<file path="src/rtl/fetch_unit.sv">
// fetch_unit: in-order PC fetch with one outstanding imem read, feeding {pc, inst} entries to the instruction queue
module fetch_unit #(
  parameter logic [31:0] RESET_PC = 32'h1eceb000,
  parameter int IQ_WIDTH = 64
) (
  input  logic                clk,
  input  logic                rst,
  output logic [31:0]         imem_addr,
  output logic [3:0]          imem_rmask,
  input  logic [31:0]         imem_rdata,
  input  logic                imem_resp,
  output logic [IQ_WIDTH-1:0] iq_wdata,
  output logic                iq_enqueue,
  input  logic                iq_full,
  input  logic                redirect,
  input  logic [31:0]         redirect_pc
);
  localparam logic [1:0] REQ = 2'd0, WAIT = 2'd1, STALL = 2'd2, DISCARD = 2'd3;
  logic [1:0] state_q, state_d;
  logic [31:0] pc_q, pc_d, hold_q, hold_d, pc_inc;
  logic go, accept, rel, fire, req;
  always_comb begin
    pc_inc = pc_q + 32'd4;
    go = !rst && !redirect;
    accept = state_q == WAIT && imem_resp && !iq_full;
    rel = state_q == STALL && !iq_full;
    fire = go && (accept || rel);
    req = go && (fire || state_q == REQ || (state_q == DISCARD && imem_resp));
    iq_enqueue = fire;
    iq_wdata = fire ? IQ_WIDTH'({pc_q, state_q == STALL ? hold_q : imem_rdata}) : '0;
    imem_rmask = req ? 4'hf : 4'h0;
    imem_addr = rst ? RESET_PC : fire ? pc_inc : pc_q;
    pc_d = redirect ? {redirect_pc[31:2], 2'b00} : fire ? pc_inc : pc_q;
    hold_d = state_q == WAIT && imem_resp && iq_full ? imem_rdata : hold_q;
    // a redirect with a read still in flight must swallow that stale response
    state_d = redirect ? (((state_q == WAIT || state_q == DISCARD) && !imem_resp) ? DISCARD : REQ)
            : state_q == REQ   ? WAIT
            : state_q == WAIT  ? ((imem_resp && iq_full) ? STALL : WAIT)
            : state_q == STALL ? (iq_full ? STALL : WAIT)
            : (imem_resp ? WAIT : DISCARD);
  end
  always_ff @(posedge clk) begin
    if (rst) begin
      state_q <= REQ;
      pc_q <= RESET_PC;
      hold_q <= '0;
    end else begin
      state_q <= state_d;
      pc_q <= pc_d;
      hold_q <= hold_d;
    end
  end
endmodule

</file>
<file path="config.mk">
export PLATFORM = sky130hd
export DESIGN_NAME = fetch_unit
export DESIGN_NICKNAME = d
export VERILOG_FILES = /design/src/rtl/fetch_unit.sv
export SDC_FILE = /design/constraint.sdc
export NUM_CORES = 1
export LEC_CHECK = 0
export BUFFER_PORTS_ARGS = -buffer_cell sky130_fd_sc_hd__buf_4
export CAP_MARGIN = 20
export CORE_MARGIN = 2
export CORE_UTILIZATION = 54
export CTS_BUF_LIST = sky130_fd_sc_hd__clkbuf_8
export DETAILED_ROUTE_END_ITERATION = 8
export PLACE_DENSITY_LB_ADDON = 0.2
export SYNTH_ARGS = -nofsm -noshare
export SYNTH_HDL_FRONTEND = slang
export SYNTH_SLANG_ARGS = --single-unit
</file>
<file path="constraint.sdc">
create_clock -name clk -period 3.7 [get_ports clk]
set_clock_uncertainty 0.15 [all_clocks]
set_input_delay 0.37 -clock clk [delete_from_list [all_inputs] [get_ports clk]]
set_output_delay 0.37 -clock clk [all_outputs]
set_load 0.02 [all_outputs]
</file>
==> flow_summary_export.csv, run 1 <==
group,metric,value,unit
clock_tree,postCtsHoldBufs,0,
critical_path,crit_slowest_cell,"or4b_1",
die,rows,32,
place,dpl.cell_count,819,
sta,fin_crit,3.173,ns
drt,via_count,4913,
drt,drtAntennaViolNets,0,
critical_path,max_stage_delay,0.62,ns
die,die_w,92.10,um
sta,fmax,0.3152,GHz
clock_tree,ctsResizeCount,0,
die,start_util,55.10,%
die,die_h,92.10,um
sta,finalCritPeriodShare,85.75,%
clock_tree,clkLatencyLatePin,0.35,ns
job,max_cap_viol_count,0,
place,io_buffers,163,
critical_path,critical_path_class,"reg -> out",
synthesis,seq_area_frac_synth,30.57,%
sta,finalSetupTns,0,ns
critical_path,crit_chain,"and3b_1 > o211ai_4 > or4b_1 > a21oi_1 > buf_4",
worst_hold_path,worstHoldPathType,"in -> reg",
critical_path,endpoint_kind,"primary output",
sta,hold_ws,0.09765,ns
critical_path,r2r_slack,1.27,ns
place,gp_congestion,0.8600,
global_route,antenna_found_initial,0,
run_status,status,"complete, no violations",
drt,drt_pre_antenna_iters,5,
final_layout,layout_commonest_cell,"buf_4",
synthesis,synth_cells,605,
synthesis,synth_cell_types,55,
final_layout,areaGrowthSynthToFinish,31.52,%
clock_tree,cts_tree,"yes",
global_route,grt_start_max_net_pins,43,
power,ir_drop,0.1739,mV
die,die-area,8482,sq um
global_route,grtUsageTotal,30.06,%
synthesis,yosysTopAreaCell,"dfxtp_1",
die,ios,170,
sta,hold_viol_final,0,
synthesis,syn_area_per_cell,6.928,sq um
global_route,grt_pass1_wl,20970,um
critical_path,rr_worst_depth,4,
power,power,1.613,mW
synthesis,ys_warn_count,0,
critical_path,reg2reg_to,"pc_q[16]$_SDFF_PP0_",
worst_hold_path,min_path_cells,3,
drt,wl_per_cell,15.39,um
synthesis,synth-seq-cells,64,
synthesis,synth_ff_type,"dfxtp_1",
final_layout,nNetsFinal,800,
synthesis,synth_edf_count,0,
sta,maxSlewHeadroom,38.52,%
worst_hold_path,holdPathEnd,"pc_q[24]$_SDFF_PP0_",
synthesis,synthTopCellsByArea,"dfxtp_1 (31%), nand2_1 (13%), a21oi_1 (9.1%), and2_1 (4.8%), nor2_1 (3.9%)",
final_layout,antenna_cells,0,
sta,drv_slew,0,
sta,grt_setup_unrepaired,"no",
critical_path,crit_path_start_kind,"flop",
clock_tree,cts_max_level,3,
clock_tree,root_buffer,"clkbuf_8",
worst_hold_path,hold_start,"redirect_pc[24]",
power,power_density,292.7,nW/um^2
final_layout,final_cells,836,
clock_tree,postCtsSetupRepairBufs,0,
clock_tree,clkTransAtPathRegs,0.08,ns
critical_path,required,3.18,ns
drt,via_per_inst,5.877,
global_route,grt-ovfl-total,0,
power,power_leakage,2.284,nW
synthesis,async_flop_share,0,%
final_layout,most-common-layout-cells,"buf_4 (170), nand2_1 (149), a21oi_1 (76)",
clock_tree,cts-buffers-inserted,9,
place,dp_hpwl,8714,um
synthesis,synth_area,4192,sq um
clock_tree,clkSinkCount,64,
sta,setup_viol,0,
drt,drt_iter0_drc,359,
critical_path,crit_arrival,2.65,ns
drt,routed_wl,12870,um
drt,drcViolationCount,0,
synthesis,synth_top_area_share,30.57,%
clock_tree,cts_buffer_depth,2,
global_route,grt_pass1_vias,4600,
sta,worstMarginPinSlew,0.9212,ns
final_layout,final_core_util,72.47,%
critical_path,cp_max_fo,32,
critical_path,reg2reg_from,"state_q[0]$_SDFF_PP0_",
die,core_area,7607,sq um
final_layout,drive_gt1_share,27.11,%
-- cells in the mapped netlist, types with 7 or more instances --
cell and count:
buf_4 11, clkbuf_1 30, a21oi_1 76, nor2_1 43, or3_1 11, and2_1 32, nand3_1 25, nand2_1 149
nand4_1 7, dfxtp_1 64, nor3_1 9, a211oi_1 10, o31ai_1 12, or4_1 11, buf_2 11, o21ai_0 12
-- worst max-delay path by stage --
stage	start	endpoint	slack, ns
global placement	rst	imem_addr[20]	0.92
detailed placement	rst	imem_addr[20]	0.87
finish	state_q[0]$_SDFF_PP0_	imem_addr[20]	0.53
CTS	state_q[0]$_SDFF_PP0_	imem_addr[20]	0.54
floorplan	rst	imem_addr[30]	1.14
global route	state_q[0]$_SDFF_PP0_	imem_addr[20]	0.34
-- per-layer routing --
metal,up-vias,global-route usage [%],wire length (um)
met1,2286,37.50,5270
met4,0,12.44,271
met5,-,0,0
li1,2361,-,-
met2,237,50.12,6230
met3,29,6.738,1097
-- cells by family after synthesis --
group / Yosys count / synth area share (%)
DFF: 64 / 30.57
muxes: 2 / 0.4776
adders and majority gates: 2 / 0.5969
other: 1 / 0.08947
xor gates and xnor gates: 6 / 1.254
buffers and inverters: 66 / 7.761
and+or+nand+nor: 316 / 36.90
AOI/OAI and AO/OA: 148 / 22.36
-- sequential cells by signal (all words and copies together) (netlist names) --
name	count
hold_q	32
pc_q	30
state_q	2
-- per-stage QoR --
stage	area (sq um)	setup WS, ns
5_1_grt	5513	0.3405
2_1_floorplan	4203	1.144
6_report	5513	0.5272
4_1_cts	5485	0.5412
3_5_place_dp	5304	0.8665
3_3_place_gp	5304	0.9155
-- cell type report --
type                    count  area, sq um
fillers                   635         2095
inverters                   5        18.77
clock buffers              10        137.6
multi-input cells         478         2600
well taps                 102        127.6
repair buffers            171         1304
flip-flops and latches     64         1281
clock inverters             6        43.79
-- critical path: cells and delay by family (launching register included) --
| family | cells | cell delay, ns |
|---|---|---|
| compound gates | 2 | 0.56 |
| simple gates | 2 | 1.13 |
| flops | 1 | 0.43 |
| buf+inv | 1 | 0.17 |
-- power by group --
group	switching (mW)	total, mW	internal (mW)
Sequential	0.0421	0.762	0.720
Clock	0.301	0.563	0.262
Combinational	0.161	0.288	0.127
(Power assumes the default switching activity.)
==> inputs of run 2 (changes only) <==
--- a/config.mk
+++ b/config.mk
@@ -7,10 +7,13 @@
 export LEC_CHECK = 0
 export BUFFER_PORTS_ARGS = -buffer_cell sky130_fd_sc_hd__buf_4
 export CAP_MARGIN = 20
+export CELL_PAD_IN_SITES_DETAIL_PLACEMENT = 1
+export CELL_PAD_IN_SITES_GLOBAL_PLACEMENT = 2
 export CORE_MARGIN = 2
-export CORE_UTILIZATION = 54
+export CORE_UTILIZATION = 28
 export CTS_BUF_LIST = sky130_fd_sc_hd__clkbuf_8
 export DETAILED_ROUTE_END_ITERATION = 8
+export GPL_ROUTABILITY_DRIVEN = 0
 export PLACE_DENSITY_LB_ADDON = 0.2
 export SYNTH_ARGS = -nofsm -noshare
 export SYNTH_HDL_FRONTEND = slang
==> flow_summary_export.csv, run 2 (synthesized netlist as in run 1, its figures left out) <==
group,metric,value,unit
global_route,grt_start_max_net_pins,37,
clock_tree,postCtsHoldBufs,0,
sta,hold_ws,0.07039,ns
drt,via_per_inst,5.161,
clock_tree,cts_tree,"yes",
final_layout,largest-register,"hold_q",
job,max_cap_viol_count,0,
power,ir_drop,0.1760,mV
sta,finalSetupTns,0,ns
global_route,antenna_found_initial,0,
global_route,use_met2,32.21,%
drt,via_count,4743,
power,power_density,314.9,nW/um^2
critical_path,reg2reg_from,"state_q[0]$_SDFF_PP0_",
die,rows,44,
power,power,1.783,mW
sta,fmax,0.3085,GHz
sta,drv_slew,0,
critical_path,crit_path_start_kind,"flop",
final_layout,drive_gt1_share,26.94,%
worst_hold_path,min_path_cells,3,
place,dpl_cell_area,5429,sq um
worst_hold_path,worstHoldPathType,"in -> reg",
die,start_util,28.73,%
drt,drt_pre_antenna_iters,4,
drt,drtAntennaViolNets,0,
place,dp_hpwl,11140,um
global_route,grt-ovfl-total,0,
critical_path,r2r_slack,1.23,ns
final_layout,final_cells,919,
critical_path,crit_arrival,2.72,ns
sta,worstMarginPinSlew,0.9157,ns
run_status,status,"complete, no violations",
die,ios,170,
final_layout,areaGrowthSynthToFinish,35.07,%
global_route,grt_pass1_wl,25000,um
final_layout,largestRegisters,"hold_q: 32 flops, pc_q: 30 flops, state_q: 2 flops",
critical_path,reg2reg_to,"pc_q[16]$_SDFF_PP0_",
drt,routed_wl,15580,um
clock_tree,cts-buffers-inserted,9,
final_layout,largest_reg_flops,32,
final_layout,nNetsFinal,801,
sta,fin_crit,3.242,ns
sta,setup_ws,0.4582,ns
critical_path,endpoint_kind,"primary output",
clock_tree,root_buffer,"clkbuf_8",
place,dpl.cell_count,903,
worst_hold_path,holdPathEnd,"pc_q[10]$_SDFF_PP0_",
sta,grt_setup_unrepaired,"no",
global_route,grt_busiest_layer,"met2",
clock_tree,clkTransAtPathRegs,0.08,ns
place,io_buffers,163,
final_layout,antenna_cells,0,
sta,maxSlewHeadroom,38.89,%
drt,wl_per_cell,16.95,um
clock_tree,cts_max_level,3,
final_layout,most-common-layout-cells,"buf_4 (171), nand2_1 (149), a21oi_1 (76)",
global_route,grt_pass1_vias,4857,
sta,hold_viol_final,0,
sta,setup_viol,0,
global_route,met1_usage,25.46,%
critical_path,critical_path_class,"reg -> out",
clock_tree,cts_buffer_depth,2,
power,power_leakage,2.327,nW
final_layout,layout_commonest_cell,"buf_4",
clock_tree,ctsResizeCount,0,
die,die-area,15960,sq um
clock_tree,clkSinkCount,64,
global_route,grtUsageTotal,19.41,%
critical_path,rr_worst_depth,4,
clock_tree,postCtsSetupRepairBufs,0,
sta,finalCritPeriodShare,87.62,%
die,core_area,14590,sq um
place,preCtsSetupSlack,0.8614,ns
die,die_w,126.4,um
clock_tree,clkLatencyLatePin,0.36,ns
critical_path,cp_max_fo,32,
worst_hold_path,hold_start,"redirect_pc[10]",
final_layout,final_core_util,38.81,%
global_route,grtUsageMet3,4.091,%
drt,drt_iter0_drc,259,
final_layout,final_cell_area,5662,sq um
die,die_h,126.4,um
drt,drcViolationCount,0,
critical_path,required,3.18,ns
final_layout,n_fill_cell,1829,
==> run 2: worst max path at each step <==
| stage | startpoint | end | slack (ns) | depth (start not counted) |
|---|---|---|---|---|
| 5_1_grt | state_q[1]$_SDFF_PP0_ | imem_addr[11] | 0.26 | 5 |
| 3_5_place_dp | imem_resp | imem_addr[20] | 0.86 | 6 |
| 2_1_floorplan | rst | imem_addr[30] | 1.14 | 6 |
| 4_1_cts | state_q[0]$_SDFF_PP0_ | imem_addr[20] | 0.43 | 5 |
| 6_report | state_q[0]$_SDFF_PP0_ | imem_addr[20] | 0.46 | 5 |
| 3_3_place_gp | imem_resp | imem_addr[20] | 0.89 | 6 |
==> run 2: final cells by class <==
| type | count | area [sq um] | area share (%) |
|---|---|---|---|
| multi-input combinational | 478 | 2600 | 45.92 |
| tap | 184 | 230.2 | 4.066 |
| timing repair buffer | 172 | 1299 | 22.94 |
| sequential | 64 | 1281 | 22.63 |
| clock inverter | 4 | 67.56 | 1.193 |
| inverter | 5 | 18.77 | 0.3315 |
| clock buffer | 12 | 165.2 | 2.917 |
==> run 2: power by group <==
| part | internal, mW | switching (mW) |
|---|---|---|
| clock | 0.430 | 0.295 |
| sequential | 0.720 | 0.0443 |
| combinational | 0.127 | 0.165 |
==> run 2: worst max-delay path, stage by stage, from the launching register on <==
cell      delay (ns)
dfxtp_1         0.44
and3b_1         0.51
o211ai_4        0.37
or4b_1          0.63
a21oi_1         0.24
buf_4           0.18
==> run 2: per-layer routing <==
layer / wire length [um] / share of wire (%) / up-vias
met5: 0 / 0 / -
met1: 7223 / 46 / 2258
met4: 223 / 1.4 / 0
li1: - / - / 2364
met3: 616 / 4.0 / 15
met2: 7513 / 48 / 106
